<file path="src/rtl/bp_be_fe_cmd_scheduler.sv">
// FE command scheduler.
// Three BE command sources (redirect/trap, itlb fill, icache/tlb fence) are
// merged by fixed priority into a small circular FIFO and issued to the FE.
// Once a fence-class entry has been issued, issue is held off until the FE
// drops fe_cmd_fence_i.
//
// Handshake rule used on every port pair: a transfer happens on a rising
// clk_i edge exactly when valid and ready are both 1 during that cycle.
// Valid never waits on ready. The FE-side valid is a function of registered
// state only. Each requester's ready is combinational from the requester
// valids, the FIFO count and the same-cycle dequeue credit.
module bp_be_fe_cmd_scheduler #(
  parameter int fe_cmd_width_p = 128,
  parameter int els_p          = 2
) (
  input  logic                      clk_i,
  input  logic                      reset_i,
  input  logic                      flush_i,

  input  logic [fe_cmd_width_p-1:0] redirect_cmd_i,
  input  logic                      redirect_v_i,
  output logic                      redirect_ready_o,

  input  logic [fe_cmd_width_p-1:0] itlb_cmd_i,
  input  logic                      itlb_v_i,
  output logic                      itlb_ready_o,

  input  logic [fe_cmd_width_p-1:0] fence_cmd_i,
  input  logic                      fence_v_i,
  output logic                      fence_ready_o,

  output logic [fe_cmd_width_p-1:0] fe_cmd_o,
  output logic                      fe_cmd_v_o,
  input  logic                      fe_cmd_ready_i,
  input  logic                      fe_cmd_fence_i,

  output logic                      busy_o
);

  localparam int ptr_w = (els_p > 1) ? $clog2(els_p) : 1;
  localparam int cnt_w = $clog2(els_p + 1);

  typedef enum logic {
    e_run  = 1'b0,
    e_wait = 1'b1
  } state_e;

  state_e                    state_r;
  logic [fe_cmd_width_p-1:0] cmd_mem [els_p];
  logic [els_p-1:0]          fence_mem;
  logic [ptr_w-1:0]          rptr_r;
  logic [ptr_w-1:0]          wptr_r;
  logic [cnt_w-1:0]          count_r;

  logic                      full;
  logic                      deq;
  logic                      deq_fence;
  logic                      space;
  logic                      enq;
  logic [fe_cmd_width_p-1:0] enq_cmd;
  logic                      enq_fence;
  logic [ptr_w-1:0]          wr_idx;

  assign full       = (count_r == cnt_w'(els_p));
  assign fe_cmd_v_o = (count_r != '0) && (state_r == e_run);
  assign fe_cmd_o   = cmd_mem[rptr_r];
  assign busy_o     = (count_r != '0) || (state_r == e_wait);

  assign deq        = fe_cmd_v_o && fe_cmd_ready_i;
  assign deq_fence  = deq && fence_mem[rptr_r];

  // A flush empties the FIFO this edge, so a redirect always finds room then.
  assign space      = !full || deq || flush_i;

  assign redirect_ready_o = !reset_i && space;
  assign itlb_ready_o     = !reset_i && !flush_i && space && !redirect_v_i;
  assign fence_ready_o    = !reset_i && !flush_i && space && !redirect_v_i && !itlb_v_i;

  // Pick the single winning source for this cycle's enqueue.
  always_comb begin
    enq       = 1'b0;
    enq_cmd   = redirect_cmd_i;
    enq_fence = 1'b0;
    if (redirect_v_i && redirect_ready_o) begin
      enq       = 1'b1;
      enq_cmd   = redirect_cmd_i;
    end else if (itlb_v_i && itlb_ready_o) begin
      enq       = 1'b1;
      enq_cmd   = itlb_cmd_i;
    end else if (fence_v_i && fence_ready_o) begin
      enq       = 1'b1;
      enq_cmd   = fence_cmd_i;
      enq_fence = 1'b1;
    end
  end

  // After a flush the surviving redirect lands in slot 0 of the emptied FIFO.
  assign wr_idx = flush_i ? '0 : wptr_r;

  // Entry storage: data only, no reset needed since count gates validity.
  always_ff @(posedge clk_i) begin
    if (enq) begin
      cmd_mem[wr_idx]   <= enq_cmd;
      fence_mem[wr_idx] <= enq_fence;
    end
  end

  // Pointers, occupancy and the RUN/WAIT issue state.
  always_ff @(posedge clk_i) begin
    if (reset_i) begin
      rptr_r  <= '0;
      wptr_r  <= '0;
      count_r <= '0;
      state_r <= e_run;
    end else if (flush_i) begin
      rptr_r  <= '0;
      wptr_r  <= enq ? ptr_w'(1) : '0;
      count_r <= enq ? cnt_w'(1) : '0;
      // The FE already took a fence in this cycle, so the stall still applies.
      state_r <= deq_fence ? e_wait : e_run;
    end else begin
      if (enq) wptr_r <= wptr_r + ptr_w'(1);
      if (deq) rptr_r <= rptr_r + ptr_w'(1);
      count_r <= count_r + cnt_w'(enq) - cnt_w'(deq);
      case (state_r)
        e_run:   if (deq_fence) state_r <= e_wait;
        e_wait:  if (!fe_cmd_fence_i) state_r <= e_run;
        default: state_r <= e_run;
      endcase
    end
  end

  a_no_enq_full: assert property (@(posedge clk_i) disable iff (reset_i)
    (enq && full) |-> (deq || flush_i));

  a_no_deq_empty: assert property (@(posedge clk_i) disable iff (reset_i)
    deq |-> (count_r != '0));

  a_head_stable: assert property (@(posedge clk_i) disable iff (reset_i)
    (fe_cmd_v_o && !fe_cmd_ready_i && !flush_i) |=> $stable(fe_cmd_o));

endmodule

</file>
<file path="config.mk">
export PLATFORM = sky130hd
export DESIGN_NAME = bp_be_fe_cmd_scheduler
export DESIGN_NICKNAME = d
export VERILOG_FILES = /design/src/rtl/bp_be_fe_cmd_scheduler.sv
export SDC_FILE = /design/constraint.sdc
export NUM_CORES = 1
export LEC_CHECK = 0
export ABC_AREA = 0
export BUFFER_PORTS_ARGS = -buffer_cell sky130_fd_sc_hd__buf_2
export CAP_MARGIN = 10
export CORE_AREA = 5 5 199 201
export CTS_BUF_LIST = sky130_fd_sc_hd__clkbuf_8
export DETAILED_ROUTE_END_ITERATION = 7
export DIE_AREA = 0 0 204 206
export SLEW_MARGIN = 25
export SYNTH_ARGS = -nofsm -noshare
export SYNTH_HDL_FRONTEND = slang
export SYNTH_SLANG_ARGS = --single-unit
</file>
<file path="constraint.sdc">
create_clock -name clk_i -period 12.3 [get_ports clk_i]
set_clock_uncertainty 0.2 [all_clocks]
set_input_delay 2.46 -clock clk_i [delete_from_list [all_inputs] [get_ports clk_i]]
set_output_delay 2.46 -clock clk_i [all_outputs]
set_load 0.005 [all_outputs]
</file>
Word-level counts from Yosys, hierarchy flattened
Memory sizes are Yosys's and may differ from the RTL's. A register that Yosys moved wholly into a read port is not among the register bits.
Cells that the tools add are included.
Storage, ports and cells
  flip-flop bits (word level): 7
  latch bits: 0
  memory bits (writable): 256
  memory bits (read-only): 0
  input port bits: 392
  output and inout bits: 133
  word-level logic and storage cells: 64
  memories: 1
Cells by class
  add/subtract/negate cells: 4
  multiply operators: 0
  divide/modulo/power cells: 0
  $lt $le $gt $ge: 3
  eq/ne operators: 1
  shift operators: 0
  muxes and demuxes: 26
  bitwise gates (word level): 1
  reductions and logical operators: 23
Memory list
  cmd_mem: words 2, bits a word 128, read ports 1, clocked after Yosys merged registers in 1, wr ports 1, line 49  | logic [fe_cmd_width_p-1:0] cmd_mem [els_p];
Operators by type and width (number)
  $mux W128: 3
  $mux W1: 19
  $logic_and A1 B1 Y1: 12
  $logic_not A1 Y1: 5
  $lt A1 B2 Y1 const B: 2
  $reduce_bool A2 Y1: 2
  $logic_or A1 B1 Y1: 3
  $add A1 B1 Y1 const B: 2
  $add A2 B1 Y2: 1
  $bwmux W2: 1
  $eq A2 B2 Y1 const B: 1
  $mux W2: 1
  $pmux W1 S2: 1
  $reduce_or A2 Y1: 1
  $sub A2 B1 Y2: 1
  $demux W1 S1: 1
  $ge A1 B1 Y1 const B: 1
  $not A1 Y1: 1

Logic depth before layout (Yosys ltp)
  depth after elaboration: 15
  mapped depth: 9
  gate-level depth less buffers: 9

Worst setup path before layout
No wires, ideal clock.
  path type: in2reg
  start point: input fe_cmd_ready_i
  end point: memory cmd_mem[0][0] (enable)
  setup time: 0.659 ns
  arrival: 9.035 ns
  data required time: 11.441 ns
  path slack: 2.405 ns
  stages on the path: 4
  buffers on the path: 0
  cell sequence: nand2b_1 -> nand3_1 -> o211ai_1 -> a21oi_1
On the way
  cells in the longest elaborated chain, start to end: 12
  elaborated cells between the ends (all ways): 15
  those cells by class: mux: 5; reduce/logical: 10
RTL lines
  from (decl): line 34  | input logic fe_cmd_ready_i,
  $logic_and A1 B1 Y1 *: line 69  | assign deq = fe_cmd_v_o && fe_cmd_ready_i;
  $logic_or A1 B1 Y1 * (2 in series): line 73  | assign space = !full || deq || flush_i;
  $logic_and A1 B1 Y1 (2 in series): line 76, 77
  $logic_and A1 B1 Y1: line 77  | assign fence_ready_o = !reset_i && !flush_i && space && !redirect_v_i && !itlb_v_i;
  $logic_and A1 B1 Y1: line 90  | end else if (fence_v_i && fence_ready_o) begin
  $mux W1: line 90
  $mux W1: line 87  | end else if (itlb_v_i && itlb_ready_o) begin
  $mux W1 *: line 84  | if (redirect_v_i && redirect_ready_o) begin
  $mux W1 *: line 102  | if (enq) begin
  $mux W1 (not written as such) *: line 103  | cmd_mem[wr_idx] <= enq_cmd;
  to (decl): line 49
Every way passes the cells marked *; elsewhere a longest branch is shown, timed or not.

Worst setup path after layout
  start point: input reset_i
  end point: output fence_ready_o
On the way
  cells in the longest elaborated chain, start to end: 5
RTL lines
  from (decl): line 17  | input logic reset_i,
  $logic_not A1 Y1: line 77
  $logic_and A1 B1 Y1 (4 in series): line 77
  to (decl): line 30  | output logic fence_ready_o,
Every way passes these cells.

==> run summary <==
Layout filler cell count -> 3494
Post-synthesis instance area -> 11970 µm²
Total of max-cap violations -> 0
Vias in the first global route -> 9178
Longest Clk Path Bufs -> 3
Number of nets in the synthesized netlist -> 1143
Area overhead of the layout relative to synthesis -> 32.64%
Post-synthesis instance total -> 749
Post-route standard cell area excluding fillers -> 15870 µm²
Number of storage elements in the synthesis netlist -> 264
Mean Syn Cell Area -> 15.98 µm²
Weighted congestion at the end of routability-driven global placement -> 0.7907
CTS-repair resized insts -> 0
Number of endpoints failing setup at the final stage -> 0
Drt via density -> 4.751
Leakage -> 6.385 nW
Number of design rule violations left after detail routing -> 0
Routed length per placed instance -> 18.70 µm
Routed WL -> 33880 µm
Fin Hold WS -> 348.6 ps
Mux share of post-synthesis cell area -> 0.1222
Fraction of final layout cells with drive strength greater than 1 -> 0.5562
Slew HR -> 0.3205
Setup repair after global routing missed its margin -> no
Number of buffers added by the clock tree synthesis step -> 46
CTS tree -> built
Cell Rows -> 71
Root Driver -> clkbuf_8
Worst vdd rail ir drop -> 0.06856 mV
TritonCTS sink count -> 264
Highest Clock Rate -> 0.1617 GHz
Post-CTS Setup Repair Bufs -> 0
Total placed instance area -> 15080 µm²
Final-report max-slew violation count -> 0
Portion of the post-synthesis area used by sequential elements -> 0.6575
Synthesized-area fraction occupied by ao, oa, aoi and oai cells -> 0.1133
Antenna violations before repair -> 2
Xor and xnor area share after synthesis -> 0.002196
Total number of nets in the final design -> 1669
Number of buffer cells added on primary ports -> 524
Fraction of the mapped netlist area in simple logic gates -> 0.07758
Worst min-delay path class -> reg2reg
Hold buffer count at cts -> 0
Global routing usage summed across all routing layers -> 0.1509
GRT overflow -> 0
Floorplan die height -> 206 µm
Startpoint class of the critical path -> primary input
I/O pin cnt -> 525
Commonest cells after routing, fill and taps aside -> 524 x buf_2, 258 x edfxtp_1, 129 x nor2b_1, 129 x mux2_2, 128 x a221o_1
Final clock period utilization by the worst path -> 0.5027
Combinational family with the most area after synthesis -> multiplexers
Yosys synthesis warning count -> 0
Type of the worst setup path -> in2out
Worst-margin pin slew -> 1019 ps
Count of nets left with antenna violations after detail routing -> 0
Core area -> 37400 µm²
Number of library cell types mapped by synthesis -> 32
DR vias -> 8608
Total half-perimeter wirelength after legalization and detailed placement -> 25040 µm
Accumulated negative setup slack -> 0 ps
Maximum number of pins on one net before global-route repair -> 77
Area enclosed by the die boundary -> 42020 µm²
Clock-pin slew reported for the worst setup and hold paths after clock tree synthesis -> 50 ps
Capturing element type of the critical path -> output port
Power density normalized to cell area -> 127.3 nW/µm²
Largest fanout on the critical path -> 6
First-pass GRT wire length -> 49510 µm
H-tree depth -> 2
Number of hold violations in the final report -> 0
Data required time at the worst endpoint -> 9640 ps
Initial cell density of the core -> 0.3200
Arrival time worst endpoint -> 3520 ps
Minimum period implied by the final worst setup slack -> 6183 ps
Die width -> 204 µm
Adder-Cell Fraction of Synth Area -> 0.002091
Clock latency on the worst-skew pair -> 540 ps
Drt pass-1 iters -> 5
Run status -> finished clean
Number of design-rule violations left by the first detailed-router iteration -> 346
Most common cell after layout, fill and taps aside -> buf_2
sequential cells by signal, summed over array words and instances (netlist names), named ones only:
signal and count:
cmd_mem 256, rptr_r 1, count_r 2, wptr_r 1, fence_mem 2, state_r 1
power breakdown:
| group | internal, mW | total (mW) | switching, mW |
|---|---|---|---|
| Sequential | 1.04 | 1.06 | 0.0126 |
| Clock | 0.381 | 0.701 | 0.320 |
| Combinational | 0.139 | 0.264 | 0.125 |
synth_stat cells:
cell type / n / area, µm²
a21oi_1: 2 / 10.01
o31ai_1: 1 / 7.510
nor3b_1: 1 / 7.510
a2bb2oi_1: 1 / 8.760
and2_1: 1 / 6.260
nand2b_1: 1 / 6.260
a211o_1: 1 / 8.760
ha_1: 2 / 25.02
a2111oi_2: 1 / 15.01
buf_1: 2 / 7.510
or3_1: 1 / 6.260
nand3_1: 1 / 5.000
a221o_1: 128 / 1281
buf_2: 18 / 90.09
xor2_1: 1 / 8.760
a2111oi_0: 1 / 8.760
buf_4: 13 / 97.59
nor4b_2: 1 / 15.01
mux2i_1: 1 / 10.01
nand2_1: 1 / 3.750
nor3b_2: 1 / 12.51
nor2_1: 14 / 52.55
nor2b_1: 129 / 807.0
xnor2_1: 2 / 17.52
inv_1: 4 / 15.01
o211ai_1: 1 / 7.510
mux2_2: 129 / 1453
clkbuf_1: 24 / 90.09
or2_1: 1 / 6.260
a32oi_1: 1 / 8.760
edfxtp_1: 258 / 7747
dfxtp_1: 6 / 120.1
cell type report:
type                       instances  area, µm²  share of cell area
sequential                       264       7871              0.4959
timing repair buffer             535       2705              0.1704
tap                              511      639.4             0.04028
clock buffer                      49      674.4             0.04249
multi-input combinational        424       3845              0.2422
clock inverter                    24      120.1            0.007567
antenna                            1      2.502           0.0001577
inverter                           4      15.01           0.0009459
stage by stage:
stage | power, mW | cells | setup WS, ps | util
2_1_floorplan | 1.206 | 749 | 2405 | -
3_3_place_gp | 1.335 | 1738 | 6121 | 0.4031
3_5_place_dp | 1.342 | 1738 | 6128 | 0.4031
4_1_cts | 2.060 | 1811 | 6127 | 0.4243
5_1_grt | 2.126 | 1812 | 6028 | 0.4244
6_report | 2.021 | 1812 | 6117 | 0.4244
kinds of logic after synthesis:
group,after synthesis
multiplexers,130
AND/OR/NAND/NOR,152
AO/OA/AOI/OAI,137
adder cells (fa/ha/maj),2
flip-flops,264
XOR/XNOR,3
buffers and inverters,61
metal layers:
metal,vias to the layer above,GRT usage,wire length [µm]
li1,4082,-,-
met1,4078,0.1689,12570
met2,393,0.2696,17280
met3,55,0.05335,3245
met4,0,0.04905,784
met5,-,0,0
critical path, cell delays in order:
cell	delay (ps)
buf_2	130
or2_1	360
a211o_1	370
nor2_1	90
buf_2	110
worst paths after layout:
check | start | endpoint | slack, ps | cells past startpoint
setup / recovery | reset_i | fence_ready_o | 6120 | 5
hold / removal | rptr_r$_SDFFE_PP0P_ | register | 350 | 2
setup reg to reg | state_r$_SDFF_PP0_ | cmd_mem[0][87]$_DFFE_PP_ | 9040 | 6
hold reg to reg | rptr_r$_SDFFE_PP0P_ | register | 350 | 2
Power figures use the tool's default switching activity.
